### src/rtl/display_cmd_pkg.sv
`default_nettype none
// ============================================================================
//  Module      : display_cmd_pkg
//  Description : Shared definitions for the display command path:
//                command opcodes, decoder states and enable reset values.
//  Revision    : 1.0 - initial release
// ============================================================================
package display_cmd_pkg;

  // Command opcodes, all ASCII letters
  localparam logic [7:0] OP_BRIGHT  = 8'h62;  // 'b'
  localparam logic [7:0] OP_RGB     = 8'h63;  // 'c'
  localparam logic [7:0] OP_LINE    = 8'h4C;  // 'L'
  localparam logic [7:0] OP_FILL    = 8'h46;  // 'F'
  localparam logic [7:0] OP_RESTORE = 8'h52;  // 'R'

  // Decoder states
  typedef enum logic [2:0] {
    ST_IDLE       = 3'd0,
    ST_ARG_BRIGHT = 3'd1,
    ST_ARG_RGB    = 3'd2,
    ST_ROW_SEL    = 3'd3,
    ST_ROW_DATA   = 3'd4,
    ST_FILL_VAL   = 3'd5,
    ST_FILLING    = 3'd6
  } state_e;

  // Reset values of the global enables; brightness is sliced to its width
  localparam logic [2:0] RGB_RESET    = 3'b111;
  localparam logic [7:0] BRIGHT_RESET = 8'hFF;

endpackage
`default_nettype wire

### src/rtl/cmd_timeout_counter.sv
`default_nettype none
// ============================================================================
//  Module      : cmd_timeout_counter
//  Description : Inter-byte idle counter. Cleared by each received byte or
//                when disabled; pulses expired_o on the cycle whose edge
//                would bring the count to TICKS.
//  Revision    : 1.0 - initial release
// ============================================================================
module cmd_timeout_counter #(
  parameter int TICKS = 2000,
  parameter int WIDTH = 11
) (
  input  logic clk_i,
  input  logic rst_i,
  input  logic clear_i,
  input  logic enable_i,
  output logic expired_o
);

  localparam logic [WIDTH-1:0] C_LAST = WIDTH'(TICKS - 1);

  logic [WIDTH-1:0] cnt_q, cnt_d;

  // Next count: restart on a byte or when idle, otherwise count up
  always_comb begin
    cnt_d = cnt_q + 1'b1;
    if (clear_i || !enable_i) cnt_d = '0;
  end

  // Count register
  always_ff @(posedge clk_i or posedge rst_i) begin
    if (rst_i) cnt_q <= '0;
    else       cnt_q <= cnt_d;
  end

  // A byte arriving in the terminal cycle wins over the timeout
  assign expired_o = enable_i && !clear_i && (cnt_q == C_LAST);

endmodule
`default_nettype wire

### src/rtl/display_command_engine.sv
`default_nettype none
// ============================================================================
//  Module      : display_command_engine
//  Description : Decodes the UART byte stream into display commands:
//                brightness / colour enables, row writes and RAM fill into
//                the frame RAM, with inter-byte timeout and error pulse.
//  Revision    : 1.0 - initial release
// ============================================================================
module display_command_engine #(
  parameter int ROW_BYTES_LOG2   = 6,
  parameter int ROW_ADDR_WIDTH   = 4,
  parameter int BRIGHTNESS_WIDTH = 6,
  parameter int TIMEOUT_TICKS    = 2000,
  parameter int TIMEOUT_WIDTH    = 11
) (
  input  logic                                     clk_in,
  input  logic                                     reset,
  input  logic [7:0]                               rx_data,
  input  logic                                     rx_valid,
  output logic [2:0]                               rgb_enable,
  output logic [BRIGHTNESS_WIDTH-1:0]              brightness_enable,
  output logic [7:0]                               ram_data_out,
  output logic [ROW_ADDR_WIDTH+ROW_BYTES_LOG2-1:0] ram_address,
  output logic                                     ram_write_enable,
  output logic                                     busy,
  output logic                                     cmd_error,
  output logic [7:0]                               num_commands_processed
);

  import display_cmd_pkg::*;

  // Derived from the row geometry so the fill always covers every row
  localparam int RAM_ADDR_WIDTH = ROW_ADDR_WIDTH + ROW_BYTES_LOG2;
  localparam logic [BRIGHTNESS_WIDTH-1:0] C_BRIGHT_RST = BRIGHT_RESET[BRIGHTNESS_WIDTH-1:0];

  state_e                        state_q, state_d;
  logic [2:0]                    rgb_q, rgb_d;
  logic [BRIGHTNESS_WIDTH-1:0]   bright_q, bright_d;
  logic [ROW_ADDR_WIDTH-1:0]     row_q, row_d;
  logic [ROW_BYTES_LOG2-1:0]     idx_q, idx_d;
  logic [7:0]                    fill_val_q, fill_val_d;
  logic [RAM_ADDR_WIDTH-1:0]     fill_addr_q, fill_addr_d;
  logic [7:0]                    wdata_q, wdata_d;
  logic [RAM_ADDR_WIDTH-1:0]     waddr_q, waddr_d;
  logic                          we_q, we_d;
  logic                          err_q, err_d;
  logic [7:0]                    count_q, count_d;
  logic                          w_timeout_active;
  logic                          w_timeout;

  // Timeout runs only while waiting for bytes of an open command
  assign w_timeout_active = (state_q != ST_IDLE) && (state_q != ST_FILLING);

  cmd_timeout_counter #(
    .TICKS (TIMEOUT_TICKS),
    .WIDTH (TIMEOUT_WIDTH)
  ) u_timeout (
    .clk_i     (clk_in),
    .rst_i     (reset),
    .clear_i   (rx_valid),
    .enable_i  (w_timeout_active),
    .expired_o (w_timeout)
  );

  // State register
  always_ff @(posedge clk_in or posedge reset) begin
    if (reset) state_q <= ST_IDLE;
    else       state_q <= state_d;
  end

  // Next-state decode; a timeout aborts any open command
  always_comb begin
    state_d = state_q;
    if (w_timeout) begin
      state_d = ST_IDLE;
    end else begin
      case (state_q)
        ST_IDLE: if (rx_valid) begin
          case (rx_data)
            OP_BRIGHT: state_d = ST_ARG_BRIGHT;
            OP_RGB:    state_d = ST_ARG_RGB;
            OP_LINE:   state_d = ST_ROW_SEL;
            OP_FILL:   state_d = ST_FILL_VAL;
            default:   state_d = ST_IDLE;
          endcase
        end
        ST_ARG_BRIGHT, ST_ARG_RGB: if (rx_valid) state_d = ST_IDLE;
        ST_ROW_SEL:  if (rx_valid) state_d = ST_ROW_DATA;
        ST_ROW_DATA: if (rx_valid && (&idx_q)) state_d = ST_IDLE;
        ST_FILL_VAL: if (rx_valid) state_d = ST_FILLING;
        ST_FILLING:  if (&fill_addr_q) state_d = ST_IDLE;
        default:     state_d = ST_IDLE;
      endcase
    end
  end

  // Datapath and output decode per state
  always_comb begin
    rgb_d       = rgb_q;
    bright_d    = bright_q;
    row_d       = row_q;
    idx_d       = idx_q;
    fill_val_d  = fill_val_q;
    fill_addr_d = fill_addr_q;
    wdata_d     = wdata_q;
    waddr_d     = waddr_q;
    count_d     = count_q;
    we_d        = 1'b0;
    err_d       = 1'b0;
    if (w_timeout) begin
      err_d = 1'b1;
    end else begin
      case (state_q)
        ST_IDLE: if (rx_valid) begin
          case (rx_data)
            OP_BRIGHT, OP_RGB, OP_LINE, OP_FILL: ;
            OP_RESTORE: begin
              rgb_d    = RGB_RESET;
              bright_d = C_BRIGHT_RST;
              count_d  = count_q + 8'd1;
            end
            default: err_d = 1'b1;
          endcase
        end
        ST_ARG_BRIGHT: if (rx_valid) begin
          bright_d = rx_data[BRIGHTNESS_WIDTH-1:0];
          count_d  = count_q + 8'd1;
        end
        ST_ARG_RGB: if (rx_valid) begin
          rgb_d   = rx_data[2:0];
          count_d = count_q + 8'd1;
        end
        ST_ROW_SEL: if (rx_valid) begin
          row_d = rx_data[ROW_ADDR_WIDTH-1:0];
          idx_d = '0;
        end
        ST_ROW_DATA: if (rx_valid) begin
          we_d    = 1'b1;
          waddr_d = {row_q, idx_q};
          wdata_d = rx_data;
          idx_d   = idx_q + 1'b1;
          if (&idx_q) count_d = count_q + 8'd1;
        end
        ST_FILL_VAL: if (rx_valid) begin
          fill_val_d  = rx_data;
          fill_addr_d = '0;
        end
        ST_FILLING: begin
          // Address counter wraps to zero on the final write
          we_d        = 1'b1;
          waddr_d     = fill_addr_q;
          wdata_d     = fill_val_q;
          fill_addr_d = fill_addr_q + 1'b1;
          if (&fill_addr_q) count_d = count_q + 8'd1;
          if (rx_valid)     err_d   = 1'b1;
        end
        default: ;
      endcase
    end
  end

  // Datapath and registered output stage
  always_ff @(posedge clk_in or posedge reset) begin
    if (reset) begin
      rgb_q       <= RGB_RESET;
      bright_q    <= C_BRIGHT_RST;
      row_q       <= '0;
      idx_q       <= '0;
      fill_val_q  <= '0;
      fill_addr_q <= '0;
      wdata_q     <= '0;
      waddr_q     <= '0;
      we_q        <= 1'b0;
      err_q       <= 1'b0;
      count_q     <= '0;
    end else begin
      rgb_q       <= rgb_d;
      bright_q    <= bright_d;
      row_q       <= row_d;
      idx_q       <= idx_d;
      fill_val_q  <= fill_val_d;
      fill_addr_q <= fill_addr_d;
      wdata_q     <= wdata_d;
      waddr_q     <= waddr_d;
      we_q        <= we_d;
      err_q       <= err_d;
      count_q     <= count_d;
    end
  end

  assign rgb_enable             = rgb_q;
  assign brightness_enable      = bright_q;
  assign ram_data_out           = wdata_q;
  assign ram_address            = waddr_q;
  assign ram_write_enable       = we_q;
  assign cmd_error              = err_q;
  assign num_commands_processed = count_q;
  assign busy                   = (state_q != ST_IDLE);

endmodule
`default_nettype wire

### config.mk
export PLATFORM = sky130hd
export DESIGN_NAME = display_command_engine
export DESIGN_NICKNAME = d
export VERILOG_FILES = /design/src/rtl/display_cmd_pkg.sv /design/src/rtl/cmd_timeout_counter.sv /design/src/rtl/display_command_engine.sv
export SDC_FILE = /design/constraint.sdc
export NUM_CORES = 1
export LEC_CHECK = 0
export ABC_AREA = 1
export CAP_MARGIN = 40
export CORE_ASPECT_RATIO = 2
export CORE_MARGIN = 2
export CORE_UTILIZATION = 40
export DETAILED_ROUTE_END_ITERATION = 8
export GPL_ROUTABILITY_DRIVEN = 0
export PLACE_DENSITY = 0.6
export SYNTH_ARGS = -nofsm -noshare
export SYNTH_HDL_FRONTEND = slang
export SYNTH_HIERARCHICAL = 1
export SYNTH_SLANG_ARGS = --single-unit
### constraint.sdc
create_clock -name clk_in -period 3.4 [get_ports clk_in]
set_clock_uncertainty 0.2 [all_clocks]
set_input_delay 0.68 -clock clk_in [delete_from_list [all_inputs] [get_ports clk_in]]
set_output_delay 0.68 -clock clk_in [all_outputs]
set_load 0.03 [all_outputs]
==> results.cfg, run 1 <==
[worst_setup_path]
reg2reg_from = state_q[2]
startpoint_type = register
timing.rr.end = ram_address[3]
path_class = register to register
cp_max_fo = 36
crit_start = state_q[2]
cp.required_ps = 3400
crit_end = ram_address[3]
regToRegSetupSlack_ps = 460
crit_arrival_ps = 2940
r2r_cells = 13
worstSetupEndpointType = register

[power]
p_comb_share_pct = 19.5
leakagePower_nw = 2.38
power_mw = 2.64
seqPwrFrac_pct = 43.2
p_int_mw = 1.88
power_switching_share_pct = 28.7
ir_drop_uv = 344
p_per_area_nw_per_um2 = 503
p_clk_share_pct = 37.3
p_sw_mw = 0.758

[clocking]
ctsResizeCount = 0
cts_setup_buffers = 0
numCtsBuffers = 9
max-clock-path-buffers = 2
clk_latency_ps = 330
htreeDepth = 3
clock-sinks = 79
clock-root-buffer = clkbuf_16
cts_tree = done
clk_pin_slew_ps = 60
postCtsHoldBufs = 0

[synth]
synth_top_cell_by_area = dfrtp_1
ys_seq_elements = 79
syn_avg_cell_area_um2 = 8.00
postSynthCellCount = 542
synth_area_leaders = dfrtp_1, nand2_1, nor2_1
ys_warn_count = 6
synth_nets = 557
yosys.area.top_type_share_pct = 40.4
netlist_area_um2 = 4340
ys_seq_area_share_pct = 45.8
synth.distinct_cells = 39

[drt]
dr_wl_met3_um = 224
first_pass_iters = 5
wirelength_um = 10200
wl_met1_um = 3850
drt-initial-drc-count = 274
antenna_left = 0
drc = 0
via_per_inst = 4.95
wl_met2_um = 5810
vias = 3640
top_layer = met4
wl_per_cell_um = 13.8

[die]
die-area_um2 = 11700
die_w_um = 77.6
die_y_um = 151
core_um2 = 10500
io_pins = 49
rows = 53
start_util_pct = 41.1

[final_layout]
diodes = 0
register_area_um2 = 1990
final_cells = 736
synthToLayoutAreaGrowth_pct = 21.0
n_fill_cell = 1000
layout_common_cells = nand2_1, nor2_1, dfrtp_1
final_common_cell = nand2_1
multi_input_area_um2 = 2070
drive_gt1_share_pct = 13.7
finalNetCount = 609
post-route-util_pct = 49.8

[grt]
antenna_found_initial = 0
grt_overflow_total = 0
grt_max_degree = 69
grt_pass1_wl_um = 17300
grt_util_all_layers_pct = 18.9
grt_pass1_vias = 3683

[sta]
max_slew.worst_pin.slew_ps = 422
final-max-slew-violation-count = 0
hold_viol_final = 0
max_freq_ghz = 0.340
slew_headroom_pct = 71.8
setup_viol = 0
rsz0062_at_grt = false
period_needed_ps = 2940
setup-tns-final_ps = 0
hold_ws_ps = 283
period_share_pct = 86.4

[placed_design]
hpwl_um = 7650
portBuffers = 48
dp.cells = 720

[min_path]
min_path_type = register to register

[run]
cap_violations = 0

[status]
outcome = finished, final reports clean
[cell type report]
type	count	area share [%]
tap	137	3.27
multi-input combinational	404	39.4
sequential	79	37.9
clock buffer	11	4.81
inverter	45	3.22
timing repair buffer	55	10.4
clock inverter	5	1.07
[metal layers]
layer	vias up	global-route usage, %
met4	0	8.57
met1	1717	19.7
li1	1854	-
met3	19	3.46
met2	50	35.8
met5	-	0
[sequential cells by signal, indices dropped and copies added, names as in the netlist]
| name | cells |
|---|---|
| row_q | 4 |
| brightness_enable | 6 |
| ram_write_enable | 1 |
| state_q | 3 |
| fill_addr_q | 10 |
| ram_address | 10 |
| u_timeout/cnt_q | 11 |
| idx_q | 6 |
| ram_data_out | 8 |
| fill_val_q | 8 |
| rgb_enable | 3 |
| cmd_error | 1 |
| num_commands_processed | 8 |
[cell usage after synthesis, drive strengths merged]
cell,count
o21bai,3
buf,12
dfstp,9
xor2,7
nor3,3
a31oi,17
inv,44
o211ai,1
nand3b,2
nor3b,1
dfrtp,70
nand4,4
a21oi,18
ha,4
o21ai,31
nor2,98
nand3,46
nand2,165
xnor2,3
clkinv,1
clkbuf,2
or2,1
[kinds of logic (layout without fill, tap and decap cells)]
kind of cell | count (synthesis) | count (layout) | synth area share (%)
fa+ha+maj | 4 | 4 | 1.15
xor+xnor | 10 | 10 | 2.02
compound gates | 70 | 70 | 11.2
simple gates | 320 | 320 | 33.3
flops | 79 | 79 | 45.8
buf+inv | 59 | 116 | 6.52
[per-stage QoR]
| step | area [um^2] | setup slack [ps] |
|---|---|---|
| floorplan | 4340 | 644 |
| global placement | 4940 | 288 |
| detailed placement | 4940 | 189 |
| CTS | 5250 | 482 |
| global route | 5250 | 239 |
| finish | 5250 | 463 |
[worst min-delay path by stage]
stage                                     to  depth (start not counted)                from
after CTS                 u_timeout/cnt_q[0]                          1  u_timeout/cnt_q[0]
after global routing      u_timeout/cnt_q[0]                          1  u_timeout/cnt_q[0]
final                     u_timeout/cnt_q[0]                          1  u_timeout/cnt_q[0]
after detailed placement  u_timeout/cnt_q[0]                          1  u_timeout/cnt_q[0]
after floorplan           u_timeout/cnt_q[0]                          1  u_timeout/cnt_q[0]
after global placement              row_q[2]                          2            row_q[2]
[critical path: stages (launching register included)]
cell and delay (ps):
dfrtp_1 520, nor2_1 140, inv_2 140, nor2_8 60, nor2_1 130, inv_2 60, nor2_4 170, nand3_1 110
nor3b_2 300, clkinv_1 360, nand2_4 210, nand2_8 170, nor2_1 170, a31oi_2 50
[power by group through the flow]
stage,clock network [mW],registers (mW),logic (mW)
after floorplan,0,1.30,0.146
after global placement,0,1.15,0.514
after detailed placement,0,1.16,0.521
after CTS,1.02,1.14,0.524
after global routing,1.06,1.15,0.558
final,0.985,1.14,0.515
Note: power is estimated with default switching activity, not from simulation.
==> inputs of run 2 (changes only) <==
- SKIP_CTS_REPAIR_TIMING: not set -> 1
==> results of run 2 <==
No change in the layout: final DEF, timing and power equal those of run 1.
==> inputs of run 3 (changes only) <==
- CORE_ASPECT_RATIO: 2 -> 1.25
==> results.cfg, run 3 (same netlist as run 1, synthesis figures left out) <==
[status]
outcome = finished, final reports clean

[worst_setup_path]
cp.required_ps = 3400
cp_max_fo = 36
cp_slowest_cell = dfrtp_1
critPathBufInv = 2
worstSetupEndpointType = register
worstPathCellList = nor2_8, nor2_1, inv_2, nor2_4, nand3_1, nor3b_2, clkinv_1, nand2_4, nand2_8, nor2_1, a31oi_2
startpoint_type = register
crit_path_frequent_cell = nor2_1
critPathTopFamily = simple AND/OR/NAND/NOR gates
crit_arrival_ps = 2930
max_stage_delay_ps = 740
path_class = register to register

[sta]
period_needed_ps = 2930
setup_viol = 0
max_slew.worst_pin.slew_ps = 627
hold_viol_final = 0
max_freq_ghz = 0.341
period_share_pct = 86.1
final-max-slew-violation-count = 0
setup_ws_ps = 471
hold_ws_ps = 279
slew_headroom_pct = 58.2
rsz0062_at_grt = false
setup-tns-final_ps = 0

[power]
p_int_mw = 1.86
p_clk_share_pct = 36.8
p_comb_share_pct = 19.7
leakagePower_nw = 2.36
p_per_area_nw_per_um2 = 500
power_mw = 2.61
power_switching_share_pct = 28.7
ir_drop_uv = 296
seqPwrFrac_pct = 43.5
p_sw_mw = 0.748

[final_layout]
synthToLayoutAreaGrowth_pct = 20.2
finalNetCount = 607
top_register = u_timeout/cnt_q
largest_reg_flops = 11
stdcell_area_um2 = 5210
layout_common_cells = nand2_1, nor2_1, dfrtp_1
register_area_um2 = 1990
drive_gt1_share_pct = 13.1
diodes = 0
n_fill_cell = 1015
multi_input_area_um2 = 2070
final_common_cell = nand2_1

[drt]
drt-initial-drc-count = 149
antenna_left = 0
drc = 0
wl_per_cell_um = 13.1
wirelength_um = 9580
via_per_inst = 4.91
vias = 3583
first_pass_iters = 4

[run]
cap_violations = 0

[placed_design]
portBuffers = 48
placed_cell_area_um2 = 4920
hpwl_um = 6980
pre_cts_ws_ps = 150

[clocking]
cts_tree = done
numCtsBuffers = 9
max-clock-path-buffers = 2
clock-sinks = 79
clock-root-buffer = clkbuf_16
clk_latency_ps = 340
clk_pin_slew_ps = 60
htreeDepth = 3

[grt]
grt_overflow_total = 0
grt_pass1_wl_um = 16200
grt_pass1_vias = 3475
grt_max_degree = 37
antenna_found_initial = 0
grt_util_all_layers_pct = 17.0

[die]
start_util_pct = 41.1
die-area_um2 = 11700
die_y_um = 120
io_pins = 49
core_um2 = 10600
die_w_um = 97.1
rows = 42

[min_path]
min_path_type = register to register
[run 3: final timing paths]
path | start | endpoint | slack [ps] | cells after the start
min reg2reg | u_timeout/cnt_q[0] | u_timeout/cnt_q[0] | 280 | 1
max reg2reg | state_q[0] | ram_address[6] | 470 | 11
min in group asynchronous | reset | ram_data_out[4] | 450 | 2
max | state_q[0] | ram_address[6] | 470 | 11
min | u_timeout/cnt_q[0] | u_timeout/cnt_q[0] | 280 | 1
max in group asynchronous | reset | fill_val_q[7] | 1980 | 3
[run 3: per-stage QoR]
stage,cells,utilization (%)
3_5_place_dp,713,46.6
3_3_place_gp,713,46.6
2_1_floorplan,542,-
6_report,729,49.4
4_1_cts,729,49.4
5_1_grt,729,49.4
[run 3: worst register-to-register path, stage by stage, from the launching register on]
cell and delay [ps]:
dfrtp_1 740, nor2_8 110, nor2_1 140, inv_2 60
nor2_4 180, nand3_1 110, nor3b_2 290, clkinv_1 350
nand2_4 210, nand2_8 170, nor2_1 190, a31oi_2 50
[run 3: power groups by stage]
| stage | clock [mW] | combinational (mW) | sequential (mW) |
|---|---|---|---|
| floorplan | 0 | 0.146 | 1.30 |
| global placement | 0 | 0.512 | 1.15 |
| detailed placement | 0 | 0.519 | 1.15 |
| CTS | 0.980 | 0.521 | 1.14 |
| global route | 1.02 | 0.552 | 1.15 |
| finish | 0.959 | 0.514 | 1.14 |
[run 3: layout make-up]
| cell class | instances | area share [%] |
|---|---|---|
| multi-input combinational | 404 | 39.6 |
| sequential | 79 | 38.1 |
| timing repair buffer | 53 | 10.2 |
| clock buffer | 12 | 4.73 |
| inverter | 45 | 3.24 |
| tap | 132 | 3.17 |
| clock inverter | 4 | 0.912 |
[run 3: metal layers]
metal	up-vias	share of wire [%]	wire (um)	global-route usage (%)
met4	0	2.1	202	7.57
met1	1660	45	4330	20.8
met5	-	0	0	0
met3	15	3.4	323	2.43
met2	62	49	4720	29.7
li1	1846	-	-	-
